$ cat src/rtl/br_pht_gshare_if.sv
// br_pht_gshare_if: lookup, update and fin_sta_mac signals of the gshare PHT.
interface br_pht_gshare_if #(parameter int ADDR_W = 6);
   logic              lk_valid;
   logic [ADDR_W-1:0] lk_pc;
   logic              pred_valid;
   logic              pred_taken;
   logic [ADDR_W-1:0] pred_idx;
   logic              upd_valid;
   logic              upd_ready;
   logic [ADDR_W-1:0] upd_idx;
   logic              upd_taken;
   logic [1:0]        fsm_cnt;
   logic              fsm_torn;
   logic [1:0]        fsm_next;
   logic              fsm_wr_en;
   modport slave(
      input  lk_valid, lk_pc, upd_valid, upd_idx, upd_taken, fsm_next, fsm_wr_en,
      output pred_valid, pred_taken, pred_idx, upd_ready, fsm_cnt, fsm_torn
   );
   modport master(
      output lk_valid, lk_pc, upd_valid, upd_idx, upd_taken, fsm_next, fsm_wr_en,
      input  pred_valid, pred_taken, pred_idx, upd_ready, fsm_cnt, fsm_torn
   );
endinterface

$ cat src/rtl/br_pht_gshare.sv
// br_pht_gshare: gshare-indexed table of 2-bit counters, updated through fin_sta_mac.
module br_pht_gshare #(
   parameter int         ADDR_W   = 6,
   parameter int         GHR_W    = 6,
   parameter logic [1:0] CNT_INIT = 2'b01
) (
   input logic            clk,
   input logic            reset,
   br_pht_gshare_if.slave b
);
   typedef enum logic [1:0] {IDLE, RD, WB} state_t;
   state_t            state, state_nx;
   logic [1:0]        pht [1<<ADDR_W];
   logic [GHR_W-1:0]  ghr;
   logic [ADDR_W-1:0] idx_r, lk_idx;
   logic              taken_r, accept, wr, lk_hi;
   assign lk_idx = b.lk_pc ^ ADDR_W'(ghr);
   assign accept = b.upd_valid && state == IDLE;
   assign wr = state == WB && b.fsm_wr_en;
   // write-first bypass: a lookup colliding with the WB write sees the new counter
   assign lk_hi = (wr && lk_idx == idx_r) ? b.fsm_next[1] : pht[lk_idx][1];
   assign b.upd_ready = state == IDLE;
   assign b.fsm_cnt = pht[idx_r];
   assign b.fsm_torn = taken_r;
   always_comb state_nx = state == IDLE ? (b.upd_valid ? RD : IDLE) : (state == RD ? WB : IDLE);
   always_ff @(posedge clk or posedge reset)
      if (reset) state <= IDLE;
      else state <= state_nx;
   always_ff @(posedge clk or posedge reset)
      if (reset) for (int i = 0; i < (1<<ADDR_W); i++) pht[i] <= CNT_INIT;
      else if (wr) pht[idx_r] <= b.fsm_next;
   always_ff @(posedge clk or posedge reset)
      if (reset) begin
         ghr          <= '0;
         idx_r        <= '0;
         taken_r      <= 1'b0;
         b.pred_valid <= 1'b0;
         b.pred_taken <= 1'b0;
         b.pred_idx   <= '0;
      end else begin
         b.pred_valid <= b.lk_valid;
         if (b.lk_valid) begin
            b.pred_idx   <= lk_idx;
            b.pred_taken <= lk_hi;
         end
         if (accept) begin
            idx_r   <= b.upd_idx;
            taken_r <= b.upd_taken;
            ghr     <= GHR_W'({ghr, b.upd_taken});
         end
      end
endmodule

$ cat src/flat_wrapper.sv
// flat-port wrapper written by rule: the top's interface ports become plain ports
module br_pht_gshare_flat 
#(
   parameter int         ADDR_W   = 6,
   parameter int         GHR_W    = 6,
   parameter logic [1:0] CNT_INIT = 2'b01
)
  (clk, reset, b_lk_valid, b_lk_pc, b_upd_valid, b_upd_idx, b_upd_taken, b_fsm_next, b_fsm_wr_en, b_pred_valid, b_pred_taken, b_pred_idx, b_upd_ready, b_fsm_cnt, b_fsm_torn);
  br_pht_gshare_if #(.ADDR_W(ADDR_W)) b_i ();
  input logic clk;
  input logic reset;
  input wire logic [$bits(b_i.lk_valid)-1:0] b_lk_valid;
  input wire logic [$bits(b_i.lk_pc)-1:0] b_lk_pc;
  input wire logic [$bits(b_i.upd_valid)-1:0] b_upd_valid;
  input wire logic [$bits(b_i.upd_idx)-1:0] b_upd_idx;
  input wire logic [$bits(b_i.upd_taken)-1:0] b_upd_taken;
  input wire logic [$bits(b_i.fsm_next)-1:0] b_fsm_next;
  input wire logic [$bits(b_i.fsm_wr_en)-1:0] b_fsm_wr_en;
  output wire logic [$bits(b_i.pred_valid)-1:0] b_pred_valid;
  output wire logic [$bits(b_i.pred_taken)-1:0] b_pred_taken;
  output wire logic [$bits(b_i.pred_idx)-1:0] b_pred_idx;
  output wire logic [$bits(b_i.upd_ready)-1:0] b_upd_ready;
  output wire logic [$bits(b_i.fsm_cnt)-1:0] b_fsm_cnt;
  output wire logic [$bits(b_i.fsm_torn)-1:0] b_fsm_torn;
  assign b_i.lk_valid = b_lk_valid;
  assign b_i.lk_pc = b_lk_pc;
  assign b_i.upd_valid = b_upd_valid;
  assign b_i.upd_idx = b_upd_idx;
  assign b_i.upd_taken = b_upd_taken;
  assign b_i.fsm_next = b_fsm_next;
  assign b_i.fsm_wr_en = b_fsm_wr_en;
  assign b_pred_valid = b_i.pred_valid;
  assign b_pred_taken = b_i.pred_taken;
  assign b_pred_idx = b_i.pred_idx;
  assign b_upd_ready = b_i.upd_ready;
  assign b_fsm_cnt = b_i.fsm_cnt;
  assign b_fsm_torn = b_i.fsm_torn;
  br_pht_gshare #(.ADDR_W(ADDR_W), .GHR_W(GHR_W), .CNT_INIT(CNT_INIT)) u_core (.clk(clk), .reset(reset), .b(b_i));
endmodule
$ cat config.mk
export PLATFORM = sky130hd
export DESIGN_NAME = br_pht_gshare_flat
export DESIGN_NICKNAME = d
export VERILOG_FILES = /design/src/rtl/br_pht_gshare_if.sv /design/src/rtl/br_pht_gshare.sv /design/src/flat_wrapper.sv
export SDC_FILE = /design/constraint.sdc
export NUM_CORES = 1
export LEC_CHECK = 0
export ABC_AREA = 1
export CAP_MARGIN = 20
export CORE_UTILIZATION = 65
export CTS_BUF_LIST = sky130_fd_sc_hd__clkbuf_2
export DETAILED_ROUTE_END_ITERATION = 6
export PLACE_DENSITY = 0.89
export SLEW_MARGIN = 20
export SYNTH_ARGS = -nofsm -noshare
export SYNTH_HDL_FRONTEND = slang
export SYNTH_SLANG_ARGS = --single-unit
$ cat constraint.sdc
create_clock -name clk -period 12.1 [get_ports clk]
set_input_delay 2.42 -clock clk [delete_from_list [all_inputs] [get_ports clk]]
set_output_delay 2.42 -clock clk [all_outputs]
set_load 0.05 [all_outputs]
==> metrics.csv <==
metric;value;unit
syn_inst;968;
yosysMostFrequentCell;nand2_1;
coreArea;11100;um^2
timing.critical_path.fanout_max;11;
io_buffer_count;31;
n_fill_cell;859;
cts-resized-gates;0;
syn_nets;988;
die_area;12000;um^2
hpwlAfterDp;14.0;mm
grt_max_degree;94;
diodes;0;
num_rows;38;
antenna_found_initial;0;
slew_headroom;27.8;%
fin_crit_sh;51.4;%
grt_overflow;0;
yosysWarnings;0;
finalSetupTns;0;ns
synth_commonest_cells;nand2_1 (346), o21ai_0 (148), dfrtp_1 (86);
finalInstanceArea;8130;um^2
post_cts_buffers;0;
insertion_delay;0.78;ns
drive_gt1_share;12.6;%
cts_tree;done;
max_cap_violations;0;
grt_pass1_wl;34.1;mm
die_h;110;um
nets;1011;
power.density;160;nW/um^2
violations;DRC;
dr.pass1.iters;7;
path_class;reg -> out;
vias;7118;
clk_pin_slew_worst_paths;0.21;ns
hold_viol;0;
dr.first_iter.drc_count;1182;
clock_sinks;150;
avgRoutedWirePerCell;18.8;um
synth.largest_area_cell;dfrtp_1;
floorplan.initialDensity;68.0;%
synth_cell_types;32;
drc;1;
cp.required;9.68;ns
place_congestion;0.979;
synth_top_area_share;28.6;%
netlist_area;7530;um^2
crit_path_end_kind;output port;
viasPerCell;6.22;
die_w;110;um
peakVddDrop;0.000147;V
cts_root_buffer;clkbuf_2;
grt_pass1_vias;6590;
worstHoldPathType;reg -> reg;
io_pins;32;
synth-edff-count;0;
status;complete, but fails checks;
startpoint_type;register;
areaGrowthSynthToFinish;7.92;%
synth-seq-cells;150;
use_met2;55.2;%
cts_hold_buf;0;
fmax;161;MHz
synth_flop_cell;dfrtp_1;
period_minus_slack;6.22;ns
finalSetupViolCount;0;
slew_viol_final;0;
clockBufferDepth;2;
finalClockSkew;0.0271;ns
h-tree-depth;4;
cts_made_buffers;17;
fin_util;73.4;%
crit_arrival;3.80;ns
routed_wl;21.5;mm
ys_seq_area_share;50.9;%
met1_usage;53.8;%
synth.area.top_cells;dfrtp_1 (29%), dfstp_2 (22%), nand2_1 (17%);
post_dp_cell_area;7910;um^2
tightest_slew;1.08;ns
grt_use_met3;10.8;%
p_leak;3.34;nW
grt_busiest_layer;met2;
async_reset_ff_share;100;%
ant_nets;0;
rsz0062_at_grt;no;
grt_use_total;38.8;%
avgSynthCellArea;7.78;um^2
-- worst paths after layout --
check | from | to | slack, ns | cells past startpoint
worst max-delay path | u_core.idx_r[1] | b_fsm_cnt[0] | 5.88 | 9
worst min-delay path | u_core.state[1] | u_core.state[1] | 0.48 | 1
worst max register to register | u_core.idx_r[1] | u_core.pht[47] | 9.54 | 6
worst min register to register | u_core.state[1] | u_core.state[1] | 0.48 | 1
max in group asynchronous | reset | u_core.b.pred_idx[5] | 8.68 | 3
min in group asynchronous | reset | u_core.pht[81] | 2.16 | 2
-- critical path, stage by stage (launching register included) --
cell	delay [ns]
dfrtp_1	0.54
nand3_1	0.46
inv_1	0.56
a22oi_1	0.21
nand4_1	0.15
nand2_1	0.09
nand2_1	0.10
nor2_1	0.04
nand2_1	0.10
clkdlybuf4s50_1	0.81
-- metrics by stage --
step	hold WS (ns)	total power [mW]	setup WS (ns)	cells
floorplan	0.424	0.899	5.75	968
global placement	0.438	1.01	6.93	1112
detailed placement	0.444	1.02	6.80	1112
CTS	0.468	1.28	5.92	1144
global route	0.488	1.36	5.70	1144
finish	0.478	1.30	5.88	1144
-- layout make-up --
cell class | instances | area [um^2] | area share, %
timing repair buffer | 34 | 333 | 4.09
multi-input combinational | 691 | 3200 | 39.4
tap | 140 | 175 | 2.15
clock buffer | 18 | 90.1 | 1.11
sequential | 150 | 3830 | 47.2
clock inverter | 14 | 126 | 1.55
inverter | 97 | 369 | 4.54
-- cells by family after synthesis --
family | synth area share [%]
and+or+nand+nor | 26.7
AOI/OAI and AO/OA | 15.0
DFF | 50.9
buffers and inverters | 6.63
xor gates and xnor gates | 0.781
-- layer usage --
metal	part of all wire, %	vias to the layer above	wire, um
met4	5.2	0	1110
met5	0	-	0
li1	-	3239	-
met1	39	3221	8460
met3	13	122	2900
met2	42	536	9050
-- power by group --
group	internal, mW	switching (mW)
Sequential	0.580	0.0525
Clock	0.0763	0.191
Combinational	0.113	0.285
Total	0.770	0.528
-- registers in the layout (all words and copies together) (netlist names) --
signal / flops
u_core.idx_r: 6
u_core.ghr: 6
u_core.b.pred_valid: 1
u_core.b.pred_taken: 1
u_core.pht: 128
u_core.b.pred_idx: 6
u_core.state: 2
-- cells in the final DEF (no fill, tap or decap) --
cell,count
a211oi_1,1
a21oi_1,6
a221oi_1,3
a22o_1,2
a22oi_1,6
buf_4,3
bufinv_16,1
clkbuf_2,18
clkdlybuf4s50_1,31
clkinv_1,6
clkinv_2,1
clkinv_4,4
clkinvlp_4,3
dfrtp_1,86
dfstp_2,64
inv_1,83
inv_2,9
inv_6,4
nand2_1,345
nand2_2,1
nand3_1,74
nand3_2,6
nand4_1,7
nor2_1,27
nor2_2,1
nor3_1,9
nor3_2,6
o2111ai_1,3
o211ai_1,1
o21ai_0,148
o21ai_1,11
o221ai_1,7
o22ai_1,17
o31ai_1,1
or2_2,4
xnor2_2,1
xor2_1,3
xor2_2,1
Power figures use the tool's default switching activity.
